[config.mk]
export PLATFORM = sky130hd
export DESIGN_NAME = matris_carpim_hakemi
export DESIGN_NICKNAME = d
export VERILOG_FILES = /design/src/rtl/matris_carpim_hakemi_pkg.sv /design/src/rtl/matris_carpim_hakemi_rr_hakem2.sv /design/src/rtl/matris_carpim_hakemi.sv
export SDC_FILE = /design/constraint.sdc
export NUM_CORES = 1
export LEC_CHECK = 0
export ABC_AREA = 1
export CAP_MARGIN = 20
export CORE_UTILIZATION = 31
export CTS_CLUSTER_SIZE = 30
export DETAILED_ROUTE_END_ITERATION = 10
export GPL_TIMING_DRIVEN = 0
export PLACE_DENSITY = 0.71
export SETUP_SLACK_MARGIN = 0.4
export SLEW_MARGIN = 0
export SYNTH_ARGS = -nofsm -noshare
export SYNTH_HDL_FRONTEND = slang
export SYNTH_SLANG_ARGS = --single-unit
[constraint.sdc]
create_clock -name clk -period 1.4 [get_ports clk]
set_clock_uncertainty 0.15 [all_clocks]
set_input_delay 0.28 -clock clk [delete_from_list [all_inputs] [get_ports clk]]
set_output_delay 0.28 -clock clk [all_outputs]
set_load 0.02 [all_outputs]
[src/rtl/matris_carpim_hakemi_pkg.sv]
// Shared definitions for the matrix-multiplier sharing arbiter:
// sequencer state encoding, transfer sizes and a pointer helper.
package matris_carpim_hakemi_pkg;

    typedef enum logic [1:0] {
        BOSTA = 2'd0,   // idle, waiting for a request
        AKTAR = 2'd1,   // forwarding the 16 operand words
        BEKLE = 2'd2    // waiting for the 4 result words
    } durum_t;

    // A (2x4) plus B (4x2) operand words per multiplication
    localparam int KELIME_SAYISI = 16;
    // C (2x2) result words per multiplication
    localparam int SONUC_SAYISI  = 4;

    // Priority after a release: the requester that was NOT just served.
    // Returns 1 when requester 1 should have priority next.
    function automatic logic sonraki_oncelik(input logic [1:0] biten_hak);
        return biten_hak[0];
    endfunction

endpackage

[src/rtl/matris_carpim_hakemi_rr_hakem2.sv]
// Two-way round-robin one-hot arbiter. The winner is combinational;
// the priority pointer advances only when the served requester releases.
module rr_hakem2
    import matris_carpim_hakemi_pkg::*;
(
    input  logic       clk,
    input  logic       rst,
    input  logic [1:0] istek,
    input  logic       birak,      // one-cycle release strobe
    input  logic [1:0] birakan,    // one-hot grant being released
    output logic [1:0] secim       // one-hot winner, 0 when nobody asks
);

    // 0: requester 0 wins a tie, 1: requester 1 wins a tie
    logic oncelik;

    // Pick the winner; a lone requester wins regardless of the pointer
    always_comb begin
        // NOTE: every always_comb output gets a default first so no path leaves it unassigned (no latch).
        secim = 2'b00;
        case (istek)
            2'b01:   secim = 2'b01;
            2'b10:   secim = 2'b10;
            2'b11:   secim = oncelik ? 2'b10 : 2'b01;
            default: secim = 2'b00;
        endcase
    end

    // Pointer moves to the other requester when a transaction finishes
    always_ff @(posedge clk) begin
        // NOTE: sequential state uses non-blocking assignments so every register samples pre-edge values.
        if (rst)
            oncelik <= 1'b0;
        else if (birak)
            oncelik <= sonraki_oncelik(birakan);
    end

endmodule

[src/rtl/matris_carpim_hakemi.sv]
// Shares one streaming 2x4-by-4x2 matrix multiplier between two
// requesters: grants one, forwards its 16 operand words, routes the
// 4 result words back with an element index, then re-arbitrates.
module matris_carpim_hakemi
    import matris_carpim_hakemi_pkg::*;
#(
    parameter int M = 8
)(
    input  logic             clk,
    input  logic             rst,
    input  logic [1:0]       istek,
    input  logic [M-1:0]     istek_veri0,
    input  logic [M-1:0]     istek_veri1,
    input  logic [1:0]       istek_gecerli,
    output logic [1:0]       istek_hazir,
    output logic [1:0]       hak,
    output logic [M-1:0]     matris_veri,
    output logic             matris_gecerli,
    input  logic [2*M+1:0]   carpim_veri,
    input  logic             carpim_gecerli,
    output logic [2*M+1:0]   sonuc_veri,
    output logic [1:0]       sonuc_gecerli,
    output logic [1:0]       sonuc_indeks,
    output logic             mesgul,
    output logic [15:0]      tamamlanan
);

    durum_t       durum, durum_sonraki;
    logic [1:0]   secim;
    logic [4:0]   kelime_sayac;   // accepted operand words, 0..16
    logic [1:0]   sonuc_sayac;    // results latched so far, 0..3
    logic         kabul;          // an operand word is accepted this cycle
    logic         son_kelime;     // the 16th word is accepted this cycle
    logic         son_sonuc;      // the 4th result is latched this cycle
    logic [M-1:0] secili_veri;

    assign secili_veri = hak[1] ? istek_veri1 : istek_veri0;
    assign kabul       = |(istek_gecerli & istek_hazir);

    rr_hakem2 u_hakem (
        .clk     (clk),
        .rst     (rst),
        .istek   (istek),
        .birak   (son_sonuc),
        .birakan (hak),
        .secim   (secim)
    );

    // State register
    always_ff @(posedge clk) begin
        if (rst)
            durum <= BOSTA;
        else
            durum <= durum_sonraki;
    end

    // Next-state: once granted, the transaction always runs to completion
    always_comb begin
        durum_sonraki = durum;
        case (durum)
            BOSTA:   if (|istek)    durum_sonraki = AKTAR;
            AKTAR:   if (son_kelime) durum_sonraki = BEKLE;
            BEKLE:   if (son_sonuc)  durum_sonraki = BOSTA;
            default: durum_sonraki = BOSTA;
        endcase
    end

    // Outputs: ready only for the granted requester until 16 words are in
    always_comb begin
        istek_hazir = 2'b00;
        mesgul      = (durum != BOSTA);
        if (durum == AKTAR && kelime_sayac < 5'(KELIME_SAYISI))
            istek_hazir = hak;
        son_kelime  = kabul && (kelime_sayac == 5'(KELIME_SAYISI - 1));
        son_sonuc   = (durum == BEKLE) && carpim_gecerli
                      && (sonuc_sayac == 2'(SONUC_SAYISI - 1));
    end

    // Grant register and operand forwarding
    always_ff @(posedge clk) begin
        if (rst) begin
            hak            <= 2'b00;
            kelime_sayac   <= 5'd0;
            matris_veri    <= '0;
            matris_gecerli <= 1'b0;
        end else begin
            matris_gecerli <= kabul;
            if (kabul) begin
                matris_veri  <= secili_veri;
                kelime_sayac <= kelime_sayac + 5'd1;
            end
            if (durum == BOSTA && |istek) begin
                hak          <= secim;
                kelime_sayac <= 5'd0;
            end else if (son_sonuc) begin
                hak <= 2'b00;
            end
        end
    end

    // Result routing; results outside BEKLE are spurious and dropped
    always_ff @(posedge clk) begin
        if (rst) begin
            sonuc_sayac   <= 2'd0;
            sonuc_veri    <= '0;
            sonuc_gecerli <= 2'b00;
            sonuc_indeks  <= 2'd0;
            tamamlanan    <= 16'd0;
        end else begin
            sonuc_gecerli <= 2'b00;
            if (durum == BOSTA)
                sonuc_sayac <= 2'd0;
            if (durum == BEKLE && carpim_gecerli) begin
                sonuc_veri    <= carpim_veri;
                sonuc_gecerli <= hak;
                sonuc_indeks  <= sonuc_sayac;
                sonuc_sayac   <= sonuc_sayac + 2'd1;
            end
            if (son_sonuc)
                tamamlanan <= tamamlanan + 16'd1;
        end
    end

endmodule

# After elaboration in Yosys (flattened, before gate mapping)
# Cells that the tools add are included.
[totals] regBits=59 input_bits=41 out_inout_bits=52 wordCells=52
[classes] addsub=3 order_cmp=1 n_eq_ne=10 mux=11 bitwise_logic=2 n_reduce_logical=14
[op_table] op="16-bit by 1-bit adder with 16-bit output, second input constant" count=1
[op_table] op="2-bit two-way mux" count=8
[op_table] op="2-bit one-hot mux with 3 select lines" count=2
[op_table] op="2-bit == test, second input constant" count=4
[op_table] op="8-bit two-way mux" count=1
[op_table] op="2-bit OR reduction" count=4
[op_table] op="2-bit nonzero test" count=3
[op_table] op="5-bit by 1-bit adder with 5-bit output, second input constant" count=1
[op_table] op="5-bit by 4-bit == test with 1-bit output, second input constant" count=1
[op_table] op="1-bit logical AND" count=5
[op_table] op="5-bit < comparator, second input constant" count=1
[op_table] op="2-bit by 1-bit == test with 1-bit output, second input constant" count=2
[op_table] op="2-bit != test, second input constant" count=2
[op_table] op="3-bit AND reduction" count=1
[op_table] op="2-bit by 1-bit adder with 2-bit output, second input constant" count=1
[op_table] op="2-bit AND" count=1
[op_table] op="2-bit zero test" count=1
[op_table] op="2-bit by 1-bit != test with 1-bit output, second input constant" count=1
[op_table] op="1-bit NOT" count=1

# Depth between registers and ports, before layout
[logic_depth] ltp_word=8 ltp_mapped=11 depth_no_buf=11

# Modules after synthesis
# A second synthesis with hierarchy kept.
[hier_totals] cells_unflattened=390 hier_area_um2=2638.8
[by_module_without_submodules] mod="matris_carpim_hakemi" instances=1 cells_each=380 area_each_um2=2580.0 seq_area_each_um2=1161.1
[by_module_without_submodules] mod="rr_hakem2" instances=1 cells_each=10 area_each_um2=58.8 seq_area_each_um2=20.0

# Least setup slack after synthesis
# Ideal clock, no wire load.
[synth_path] kind="reg2reg" from="register tamamlanan[1]" to="register tamamlanan[12]" setup_ps=110 arrival_ps=1414 required_time_ps=1140 path_slack_ps=-274 stages_incl_launch_ff=11 n_path_buf=0 period_less_slack_ps=1674 path_cell_list="dfxtp_1 -> ha_1 -> nand2_1 -> nor2_1 -> nand2_1 -> nor2_2 -> nand2_2 -> inv_1 -> nand3_1 -> nand2_1 -> nor2_1"
[synth_via] elab_chain_cells=1
[synth_lines] item="from (decl)" line_no="matris_carpim_hakemi.sv:25" rtl="output logic [15:0] tamamlanan"
[synth_lines] item="from (signal assigned)" line_no="matris_carpim_hakemi.sv:120" rtl="tamamlanan <= tamamlanan + 16'd1;"
[synth_lines] item="16-bit by 1-bit adder with 16-bit output" line_no="matris_carpim_hakemi.sv:120"
# Every way passes these cells.
# A chain may end at the register's enable or synchronous reset.

# Worst setup path in the final report
[layout_path] from="register durum[0]" to="output port istek_hazir[0]"
[layout_via] elab_chain_cells=3
[layout_lines] item="from (decl)" line_no="matris_carpim_hakemi.sv:28" rtl="durum_t durum, durum_sonraki;"
[layout_lines] item="from (signal assigned)" line_no="matris_carpim_hakemi.sv:54" rtl="durum <= durum_sonraki;"
[layout_lines] item="2-bit by 1-bit == test with 1-bit output" line_no="matris_carpim_hakemi.sv:72" rtl="if (durum == AKTAR && kelime_sayac < 5'(KELIME_SAYISI))"
[layout_lines] item="1-bit logical AND" line_no="matris_carpim_hakemi.sv:72"
[layout_lines] item="2-bit two-way mux" line_no="matris_carpim_hakemi.sv:72"
[layout_lines] item="to (decl)" line_no="matris_carpim_hakemi.sv:15" rtl="output logic [1:0] istek_hazir,"
# Every way passes these cells.

==> flow_summary_export.csv <==
group,metric,value,unit
route,via_per_inst,4.71,
global_routing,grt_pass1_wl,12.5,mm
run,maxCapViolCount,0,
route,wirelength,8.38,mm
worst_setup_path,cp.arrival,1.13,ns
timing,fmax,640,MHz
final_layout,regArea,0.00129,mm²
timing,tns,-3.14,ns
synthesis,ys_ff_latch,59,
synthesis,synth_top_area_frac,0.469,
timing,post-route-period-util,1.12,
floorplanning,dieArea,0.00849,mm²
timing,layout_min_cycle_time,1.56,ns
timing,rsz0062_at_grt,"yes",
clock_tree,cts.hold.buffers_added,0,
timing,setup_violations,39,
synthesis,synth_top_area_cell,"dfxtp_1",
run_status,violations,"setup timing",
worst_setup_path,crit_path_end_kind,"primary output",
timing,slew_viol_final,0,
final_layout,syn2layout_area_growth,96.7,%
placement,io_buffer_count,91,
timing,slew_headroom,0.507,
final_layout,final_cell_mix,"nand2_1, buf_6, buf_4, clkdlybuf4s50_1, dfxtp_2",
global_routing,grt_max_degree,12,
pwr,vdd_drop_max,0.000543,V
route,vias,2884,
worst_setup_path,cp-start-kind,"flop",
route,drt_pass1_iterations,4,
global_routing,grt_pass1_vias,2684,
final_layout,multi_input_area,0.00161,mm²
run_status,status,"finished with violations",
clock_tree,clock-root-buffer,"clkbuf_8",
synthesis,yosys_warnings,0,
pwr,p_leak,2.04,nW
timing,layout_setup_ws,-0.163,ns
min_path,hold_class,"input pin to flop",
route,wire_per_inst,13.7,µm
route,drc_errors,0,
clock_tree,clk_latency,0.33,ns
placement,gp_congestion,0.770,
worst_setup_path,required,0.97,ns
synthesis,synth.distinct_cells,26,
synthesis,avgSynthCellArea,7.22,µm²
synthesis,ys_seq_area_frac,0.469,
clock_tree,clkTransAtPathRegs,0.07,ns
final_layout,fin_util,0.635,
clock_tree,tritoncts,"built",
global_routing,antenna_found_initial,0,
timing,worst_slew_pin_slew,0.739,ns
synthesis,syn_nets,394,
route,dr.first_iter.drc_count,69,
synthesis,postSynthCellCount,349,
clock_tree,cts_made_buffers,9,
timing,hold_violations,0,
clock_tree,clockBufferDepth,2,
final_layout,final_common_cell,"nand2_1",
floorplanning,start_util,0.323,
final_layout,nets,549,
global_routing,grt-ovfl-total,0,
global_routing,globalRouteTotalUtil,0.188,
floorplanning,coreArea,0.00781,mm²
clock_tree,cts.sinks,59,
pwr,total_power,3.71,mW
floorplanning,die_height,92.2,µm
final_layout,fillers,637,
final_layout,drive_gt1_frac,0.556,
worst_setup_path,crit_type,"flop to primary output",
floorplanning,die_w,92.2,µm
clock_tree,h-tree-depth,3,
worst_setup_path,crit_fanout,2,
floorplanning,boundaryPins,93,
synthesis,syn_area,0.00252,mm²
placement,dpl.hpwl,5.12,mm
pwr,power.density,748,mW/mm²
route,ant_nets,0,
floorplanning,num_rows,32,
synthesis,synth.area.top_cells,"dfxtp_1, nand2_1, a21oi_1",
-- path summary, 6_finish.rpt --
path | end | depth (start not counted) | startpoint | slack (ns)
worst max-delay path | istek_hazir[0] | 5 | durum[0] | -0.16
worst min-delay path | sonuc_veri[16] | 2 | rst | 0.13
worst max register to register | matris_veri[0] | 8 | durum[0] | -0.14
worst min register to register | sonuc_veri[12] | 2 | sonuc_veri[12] | 0.32
-- cell families after synthesis --
kind of cell    after synthesis  synth area share
buf+inv                      43            0.0690
compound gates               63             0.144
flops                        59             0.469
simple gates                178             0.291
fa+ha+maj                     4            0.0199
xor+xnor                      2           0.00695
-- metal layers --
layer	GRT usage	part of all wire	vias to the layer above
met5	0	0	-
li1	-	-	1448
met3	0.0597	0.051	9
met1	0.213	0.41	1354
met4	0.0625	0.0079	0
met2	0.334	0.53	73
-- cells in the mapped netlist (all sizes together) --
| cell type | count |
|---|---|
| clkbuf | 5 |
| o21a | 1 |
| nor3 | 3 |
| xor2 | 1 |
| o21bai | 1 |
| o211a | 8 |
| a31oi | 1 |
| nand4 | 5 |
| buf | 8 |
| nor2 | 40 |
| ha | 4 |
| xnor2 | 1 |
| o21ai | 10 |
| clkinv | 2 |
| inv | 28 |
| dfxtp | 59 |
| nand3 | 18 |
| o31ai | 1 |
| nor3b | 1 |
| nand2 | 111 |
| a21oi | 41 |
-- where the power goes --
group / internal [mW] / switching [mW]
Clock: 0.852 / 0.705
Sequential: 1.67 / 0.0200
Combinational: 0.245 / 0.216
-- registers in the layout, summed over array words and instances (netlist names) --
| register | cells |
|---|---|
| kelime_sayac | 5 |
| u_hakem.oncelik | 1 |
| sonuc_gecerli | 2 |
| durum | 2 |
| matris_gecerli | 1 |
| sonuc_sayac | 2 |
| sonuc_indeks | 2 |
| tamamlanan | 16 |
| sonuc_veri | 18 |
| matris_veri | 8 |
| hak | 2 |
-- metrics by stage --
| step | setup slack [ns] | instance area, µm² | hold WS [ns] | instances |
|---|---|---|---|---|
| final | -0.163 | 4960 | 0.131 | 612 |
| after global routing | -0.229 | 4950 | 0.126 | 611 |
| after CTS | -0.187 | 4540 | 0.138 | 594 |
| after detailed placement | -0.466 | 3770 | 0.307 | 542 |
| after global placement | -0.453 | 3770 | 0.289 | 542 |
| after floorplan | -0.0536 | 2740 | 0.273 | 349 |
-- layout make-up --
type / count / share of cell area
Multi-Input combinational cell: 247 / 0.324
Inverter: 30 / 0.0295
Tap cell: 102 / 0.0257
Sequential cell: 59 / 0.261
Buffer: 13 / 0.0262
Antenna cell: 1 / 0.000505
Clock inverter: 4 / 0.00581
Clock buffer: 12 / 0.0356
Timing Repair Buffer: 144 / 0.292
-- repair_timing --
item,4_1_cts,5_1_grt
endpoints found under the setup margin,111,111
gates cloned,4,0
pin swaps,16,33
setup buffers,32,17
gates resized for setup,398,79
-- worst max-delay path, stage by stage, from the launching register on --
cell	delay (ns)
dfxtp_4	0.36
inv_4	0.04
nor2_4	0.11
nand2_4	0.08
nor2_4	0.09
buf_6	0.12
Power figures use the tool's default switching activity.
